File: src/rtl/pri_enc_arb.sv
// Registered priority encoder / arbiter with fixed-priority and round-robin modes.
// One grant is presented at a time on a valid/ready output stage.
module pri_enc_arb #(
  parameter int unsigned N = 8,
  localparam int unsigned W = (N > 1) ? $clog2(N) : 1
) (
  input  logic         clk,
  input  logic         rst_n,
  input  logic [N-1:0] req,
  input  logic         mode,
  input  logic         out_ready,
  output logic         out_valid,
  output logic [W-1:0] out_idx,
  output logic [N-1:0] out_onehot,
  output logic         busy_any
);

  logic         out_valid_q;
  logic [W-1:0] out_idx_q;
  logic [N-1:0] out_onehot_q;
  logic [W-1:0] ptr_q, ptr_d;

  logic         load;
  logic         accept;
  logic [N-1:0] le_mask;
  logic [N-1:0] masked;
  logic [W-1:0] win_idx;
  logic [N-1:0] win_oh;

  // Index of the highest set bit; zero when the vector is empty.
  function automatic logic [W-1:0] hi_idx(input logic [N-1:0] v);
    logic [W-1:0] idx;
    idx = '0;
    for (int unsigned i = 0; i < N; i++) begin
      if (v[i]) idx = W'(i);
    end
    return idx;
  endfunction

  assign busy_any = |req;

  always_comb begin
    accept = out_valid_q && out_ready;
    load   = !out_valid_q || out_ready;

    // Pointer advances past the grant being accepted, and the same edge already
    // searches from the advanced pointer so back-to-back grants rotate correctly.
    ptr_d = ptr_q;
    if (accept && mode) begin
      ptr_d = (out_idx_q == '0) ? W'(N - 1) : out_idx_q - W'(1);
    end

    // Descending search from ptr with wrap == highest bit at or below ptr,
    // falling back to the highest bit overall when nothing lies at or below it.
    for (int unsigned i = 0; i < N; i++) begin
      le_mask[i] = (W'(i) <= ptr_d);
    end
    masked = req & le_mask;

    if (mode && (|masked)) begin
      win_idx = hi_idx(masked);
    end else begin
      win_idx = hi_idx(req);
    end

    for (int unsigned i = 0; i < N; i++) begin
      win_oh[i] = (win_idx == W'(i));
    end
  end

  always_ff @(posedge clk) begin
    if (!rst_n) begin
      out_valid_q  <= 1'b0;
      out_idx_q    <= '0;
      out_onehot_q <= '0;
      ptr_q        <= W'(N - 1);
    end else begin
      if (load) begin
        if (|req) begin
          out_valid_q  <= 1'b1;
          out_idx_q    <= win_idx;
          out_onehot_q <= win_oh;
        end else begin
          out_valid_q  <= 1'b0;
          out_idx_q    <= '0;
          out_onehot_q <= '0;
        end
      end
      ptr_q <= ptr_d;
    end
  end

  assign out_valid  = out_valid_q;
  assign out_idx    = out_idx_q;
  assign out_onehot = out_onehot_q;

endmodule

File: config.mk
export PLATFORM = sky130hd
export DESIGN_NAME = pri_enc_arb
export DESIGN_NICKNAME = d
export VERILOG_FILES = /design/src/rtl/pri_enc_arb.sv
export SDC_FILE = /design/constraint.sdc
export NUM_CORES = 1
export LEC_CHECK = 0
export CORE_AREA = 2 2 50 52
export DETAILED_ROUTE_END_ITERATION = 10
export DIE_AREA = 0 0 52 54
export HOLD_SLACK_MARGIN = 0.08
export PLACE_DENSITY = 0.74
export RECOVER_POWER = 25
export SLEW_MARGIN = 20
export SYNTH_ARGS = -nofsm -noshare
export SYNTH_HDL_FRONTEND = slang
export SYNTH_SLANG_ARGS = --single-unit
File: constraint.sdc
create_clock -name clk -period 3.12 [get_ports clk]
set_input_delay 0.936 -clock clk [delete_from_list [all_inputs] [get_ports clk]]
set_output_delay 0.936 -clock clk [all_outputs]
set_load 0.02 [all_outputs]
======== Word level (Yosys, flattened, before mapping) ========
Index checks and enable logic that the tools add are counted.
storage, ports and cells
  flip-flop bits (word level) ............. 15
  bits of input ports ..................... 12
  output and inout bits ................... 13
  word-level logic and storage cells ...... 50
cells by class
  bitwise operators ....................... 1
  reductions and logical operators ........ 9
  $lt $le $gt $ge ......................... 8
  add/sub/neg operators ................... 1
  multiplexer cells ....................... 20
  eq/ne operators ......................... 7
operators by type and width
  cell                   count
  $mux W3                16
  $reduce_or A8 Y1       2
  $eq A3 B3 Y1 const B   4
  $le A3 B3 Y1 const A   4
  $and A8 B8 Y8          1
  $mux W8                1
  $eq A3 B2 Y1 const B   2
  $le A1 B3 Y1 const A   2
  $le A2 B3 Y1 const A   2
  $logic_not A3 Y1       2
  $eq A3 B1 Y1 const B   1
  $logic_and A1 B1 Y1    3
  $mux W1                3
  $sub A3 B1 Y3 const B  1
  $logic_not A1 Y1       1
  $logic_or A1 B1 Y1     1

======== Logic depth before layout (Yosys ltp) ========
  depth in word-level cells ............... 15
  gate-level depth with buffers ........... 10
  mapped depth without buffers ............ 10

======== Worst setup path after synthesis ========
No wires, ideal clock.
  path type ............................... input to output
  start point ............................. in req[5]
  end point ............................... out busy_any
  path slack .............................. 0.081 ns
  data required time ...................... 2.184 ns
  buffers on the path ..................... 0
  data arrival time ....................... 2.103 ns
  stages .................................. 2
  cells stage by stage .................... or4_1 > or4b_1
between the ends
  longest elaborated chain between the ends .. 1
RTL lines
  element           RTL line  source
  start, declared   9         input logic [N-1:0] req,
  $reduce_or A8 Y1  40        assign busy_any = |req;
  end, declared     15        output logic busy_any
No other way between the ends.

======== Final worst setup path ========
  start point ............................. in req[7]
  end point ............................... out busy_any
Same word-level chain as after synthesis.

==> results_tabular.tex <==
\begin{tabular}{lr}
\hline
Metric & Value \\
\hline
\multicolumn{2}{l}{\textbf{Run status}} \\
Status & complete, but fails checks \\
Violated checks & setup timing \\
\multicolumn{2}{l}{\textbf{CTS}} \\
Clock tree from TritonCTS & done \\
Clock Path Buffers & 2 \\
Root buffer selected by CTS & sky130\_fd\_sc\_hd\_\_clkbuf\_4 \\
Clock transition at path regs & 0.08 ns \\
Clock latency on the worst-skew pair & 0.29 ns \\
Number of levels in the clock H-tree & 1 \\
Total clock buffers created by CTS & 3 \\
Number of buffers inserted for hold repair after clock tree synthesis & 0 \\
Number of sinks driven by the clock tree & 15 \\
\multicolumn{2}{l}{\textbf{Setup path}} \\
Stage delay of the slowest cell on the critical path & 0.53 ns \\
Endpoint of the worst-slack reg-to-reg timing path & out\_onehot[6] \\
Critical path launch point type & primary input \\
Critical path type & in2out \\
CP dominant cell by count & sky130\_fd\_sc\_hd\_\_buf\_6 \\
First element of the critical path & req[7] \\
Critical Path AT & $\sim$2.2 ns \\
Number of cell instances on the worst register-to-register path & 10 \\
Maximum net fanout on the critical path & 2 \\
Critical path's slowest cell & sky130\_fd\_sc\_hd\_\_or4\_4 \\
Startpoint of the lowest-slack register-to-register path & out\_idx[0] \\
Register-to-Register Setup Slack & 0.26 ns \\
Req. time, crit path & 2.18 ns \\
Cell Chain, Critical Path & buf\_6 > or4\_4 > or4b\_4 > buf\_6 \\
Critical path endpoint & busy\_any \\
Endpoint type of the worst setup path & primary output \\
\multicolumn{2}{l}{\textbf{Drt}} \\
Average via count per standard cell & $\sim$5.7 \\
Total length of routed wires & 2980 um \\
Detail Route Antenna Nets & 0 \\
Count of unresolved DRC violations after routing & 0 \\
Iteration-0 DRC count of the detailed router & 17 \\
Total number of vias & 1144 \\
Routed length per instance & 14.9 um \\
First-pass DRT Iterations & 4 \\
\multicolumn{2}{l}{\textbf{Floorplanning}} \\
Core Area & roughly 2300 um\^{}2 \\
Starting density of the core & 43.6\% \\
Die area & 2810 um\^{}2 \\
Height of the chip & 54 um \\
Number of ports placed on the die boundary & 25 \\
Die width & $\sim$52 um \\
FP Rows & 18 \\
\multicolumn{2}{l}{\textbf{Synthesis}} \\
Post-Syn Area & 1010 um\^{}2 \\
Mean instance size in the synthesized netlist & 8.42 um\^{}2 \\
Top area cells in the synthesized netlist & sky130\_fd\_sc\_hd\_\_dfxtp\_1 (30\%), sky130\_fd\_sc\_hd\_\_nand2\_1 (4.5\%), sky130\_fd\_sc\_hd\_\_nor2\_1 (4.5\%), sky130\_fd\_sc\_hd\_\_a211oi\_1 (3.7\%), sky130\_fd\_sc\_hd\_\_a21oi\_1 (3.0\%) \\
Sequential share of the synthesized area & 29.7\% \\
Number of distinct library cell variants in the gate-level netlist after synthesis & 46 \\
Proportion of netlist area held by the largest area contributor & 29.7\% \\
Cell type with the highest aggregate area in the netlist & sky130\_fd\_sc\_hd\_\_dfxtp\_1 \\
Number of enable-type register cells in the synthesized netlist & 0 \\
Post-synth net total & 134 \\
Synthesized flop and latch total & 15 \\
Share of synthesized flip-flops with an asynchronous set or reset & 0\% \\
Yosys warning total & 0 \\
Top flip-flop cell by instance count after synthesis & sky130\_fd\_sc\_hd\_\_dfxtp\_1 \\
Gate count of the mapped netlist & 120 \\
\multicolumn{2}{l}{\textbf{GRT}} \\
Maximum number of pins on one net before global-route repair & 10 \\
Number of global-route vias before repair & 1120 \\
Antenna violations before repair & 0 \\
Global-route total usage across every layer & 24.1\% \\
Wire length of the first global-routing pass & 4840 um \\
Overflow left after global routing & 0 \\
\multicolumn{2}{l}{\textbf{Hold path}} \\
Number of instances on the worst hold path & 2 \\
Path type of the worst min-delay path & reg2reg \\
\multicolumn{2}{l}{\textbf{Timing}} \\
Total negative slack & -0.0368 ns \\
Period Utilization, post-route & 101\% \\
Final Setup Violations & 1 \\
Worst clock skew & between 0.003 and 0.004 ns \\
Minimum setup slack in the final design & -0.0368 ns \\
Actual slew at the worst max-slew pin & approximately 0.39 ns \\
Max Fclk & 0.317 GHz \\
Setup repair after global routing missed its margin & true \\
Time the worst path needs with I/O delays and setup & 3.16 ns \\
Worst rel slew slack & 74.1\% \\
Count of endpoints failing hold in the final timing report & 0 \\
Pins Over Slew Limit & 0 \\
\multicolumn{2}{l}{\textbf{Finish}} \\
Layout area overhead & 47.0\% \\
End-of-flow core utilization & 64.1\% \\
Most common cell after layout, fill and taps aside & sky130\_fd\_sc\_hd\_\_buf\_4 \\
Top library cells by usage in the layout, fill and taps aside & sky130\_fd\_sc\_hd\_\_buf\_4 (25), sky130\_fd\_sc\_hd\_\_clkdlybuf4s50\_1 (16), sky130\_fd\_sc\_hd\_\_dfxtp\_1 (15) \\
Ratio of cells with drive above 1 in the final layout & 25.3\% \\
Total inserted antenna cells & 0 \\
Final standard cell area without fillers & 1490 um\^{}2 \\
Layout Nets & 185 \\
Filler cell count in the final layout & 210 \\
\multicolumn{2}{l}{\textbf{Power}} \\
Ratio of total power to cell area & 350 nW/um\^{}2 \\
Leakage & 0.642 nW \\
Worst-case vdd ir drop & 262 uV \\
Pwr Total & 0.520 mW \\
\multicolumn{2}{l}{\textbf{Placement}} \\
Number of port buffers & 24 \\
Final weighted congestion in routability-driven placement & between 0.9 and 1 \\
Dpl ws & -0.864 ns \\
Estimated wirelength of the detail-placed design & 2490 um \\
Placed inst area & 1450 um\^{}2 \\
\multicolumn{2}{l}{\textbf{Job}} \\
Total of max-cap violations & 0 \\
\hline
\end{tabular}
sequential cells by signal (all words and copies together) (netlist names):
signal	flops
out_onehot	8
ptr_q	3
out_idx	3
out_valid	1
through the flow:
stage          instances  hold slack [ns]
2_1_floorplan        120            0.523
3_3_place_gp         195            0.430
3_5_place_dp         195            0.437
4_1_cts              200            0.449
5_1_grt              200            0.487
6_report             200            0.450
where the power goes:
group / internal (mW) / leakage [nW] / switching (mW)
registers: 0.203 / 0.123 / 0.00979
logic: 0.0928 / 0.504 / 0.101
clock network: 0.0498 / 0.0150 / 0.0643
total: 0.346 / 0.642 / 0.175
worst max-delay path, delay by kind of cell:
family	cells	cell delay, ns
and+or+nand+nor	2	1.04
buffers and inverters	2	0.24
final cells by class:
cell class / count / area, um^2 / share of cell area (%)
Multi-Input combinational cell: 94 / 666 / 44.8
Timing Repair Buffer: 49 / 427 / 28.7
Sequential cell: 15 / 300 / 20.2
Tap cell: 30 / 37.5 / 2.53
Inverter: 8 / 30.0 / 2.02
Clock buffer: 4 / 26.3 / 1.77
cells in the mapped netlist (2+ instances only):
cell,n
sky130_fd_sc_hd__nor3_1,3
sky130_fd_sc_hd__o21ai_0,3
sky130_fd_sc_hd__dfxtp_1,15
sky130_fd_sc_hd__a21oi_1,6
sky130_fd_sc_hd__a31oi_1,2
sky130_fd_sc_hd__a211oi_1,5
sky130_fd_sc_hd__o31ai_1,3
sky130_fd_sc_hd__a22o_1,3
sky130_fd_sc_hd__inv_1,8
sky130_fd_sc_hd__nand3b_1,2
sky130_fd_sc_hd__nand2b_1,2
sky130_fd_sc_hd__nor2_1,12
sky130_fd_sc_hd__nand3_1,4
sky130_fd_sc_hd__ha_1,2
sky130_fd_sc_hd__o21ai_1,2
sky130_fd_sc_hd__a21o_1,2
sky130_fd_sc_hd__nand2_1,12
sky130_fd_sc_hd__a32o_1,2
sky130_fd_sc_hd__nor2b_1,3
sky130_fd_sc_hd__mux2i_1,3
metal layers:
layer  vias to the layer above  GRT usage (%)  part of all wire (%)  routed length, um
li1                        557              -                     -                  -
met1                       530           23.8                    39               1170
met5                         -              0                     0                  0
met2                        49           47.3                    52               1560
met4                         0           13.2                   2.2                 67
met3                         8           4.44                   6.4                190
what timing repair did:
item                                    4_1_cts  5_1_grt
pin swaps                                     2        2
gates cloned                                  0        0
resized for setup                            23        2
buffers inserted                              1        0
hold endpoints to repair                      0        0
endpoints found under the setup margin        1       10
worst min path at each step:
stage / startpoint / endpoint / slack, ns
floorplan: out_onehot[7] / out_onehot[7] / 0.52
global placement: out_onehot[7] / out_onehot[7] / 0.43
detailed placement: out_onehot[7] / out_onehot[7] / 0.44
CTS: out_onehot[7] / out_onehot[7] / 0.45
global route: out_onehot[3] / out_onehot[3] / 0.49
finish: out_onehot[7] / out_onehot[7] / 0.45
logic make-up after synthesis:
kind of cell	after synthesis	share of synthesized area, %
compound gates	40	32.8
simple gates	48	25.7
fa+ha+maj	2	2.47
flops	15	29.7
mux	4	4.08
buf+inv	11	5.20
Note: power is estimated with default switching activity, not from simulation.
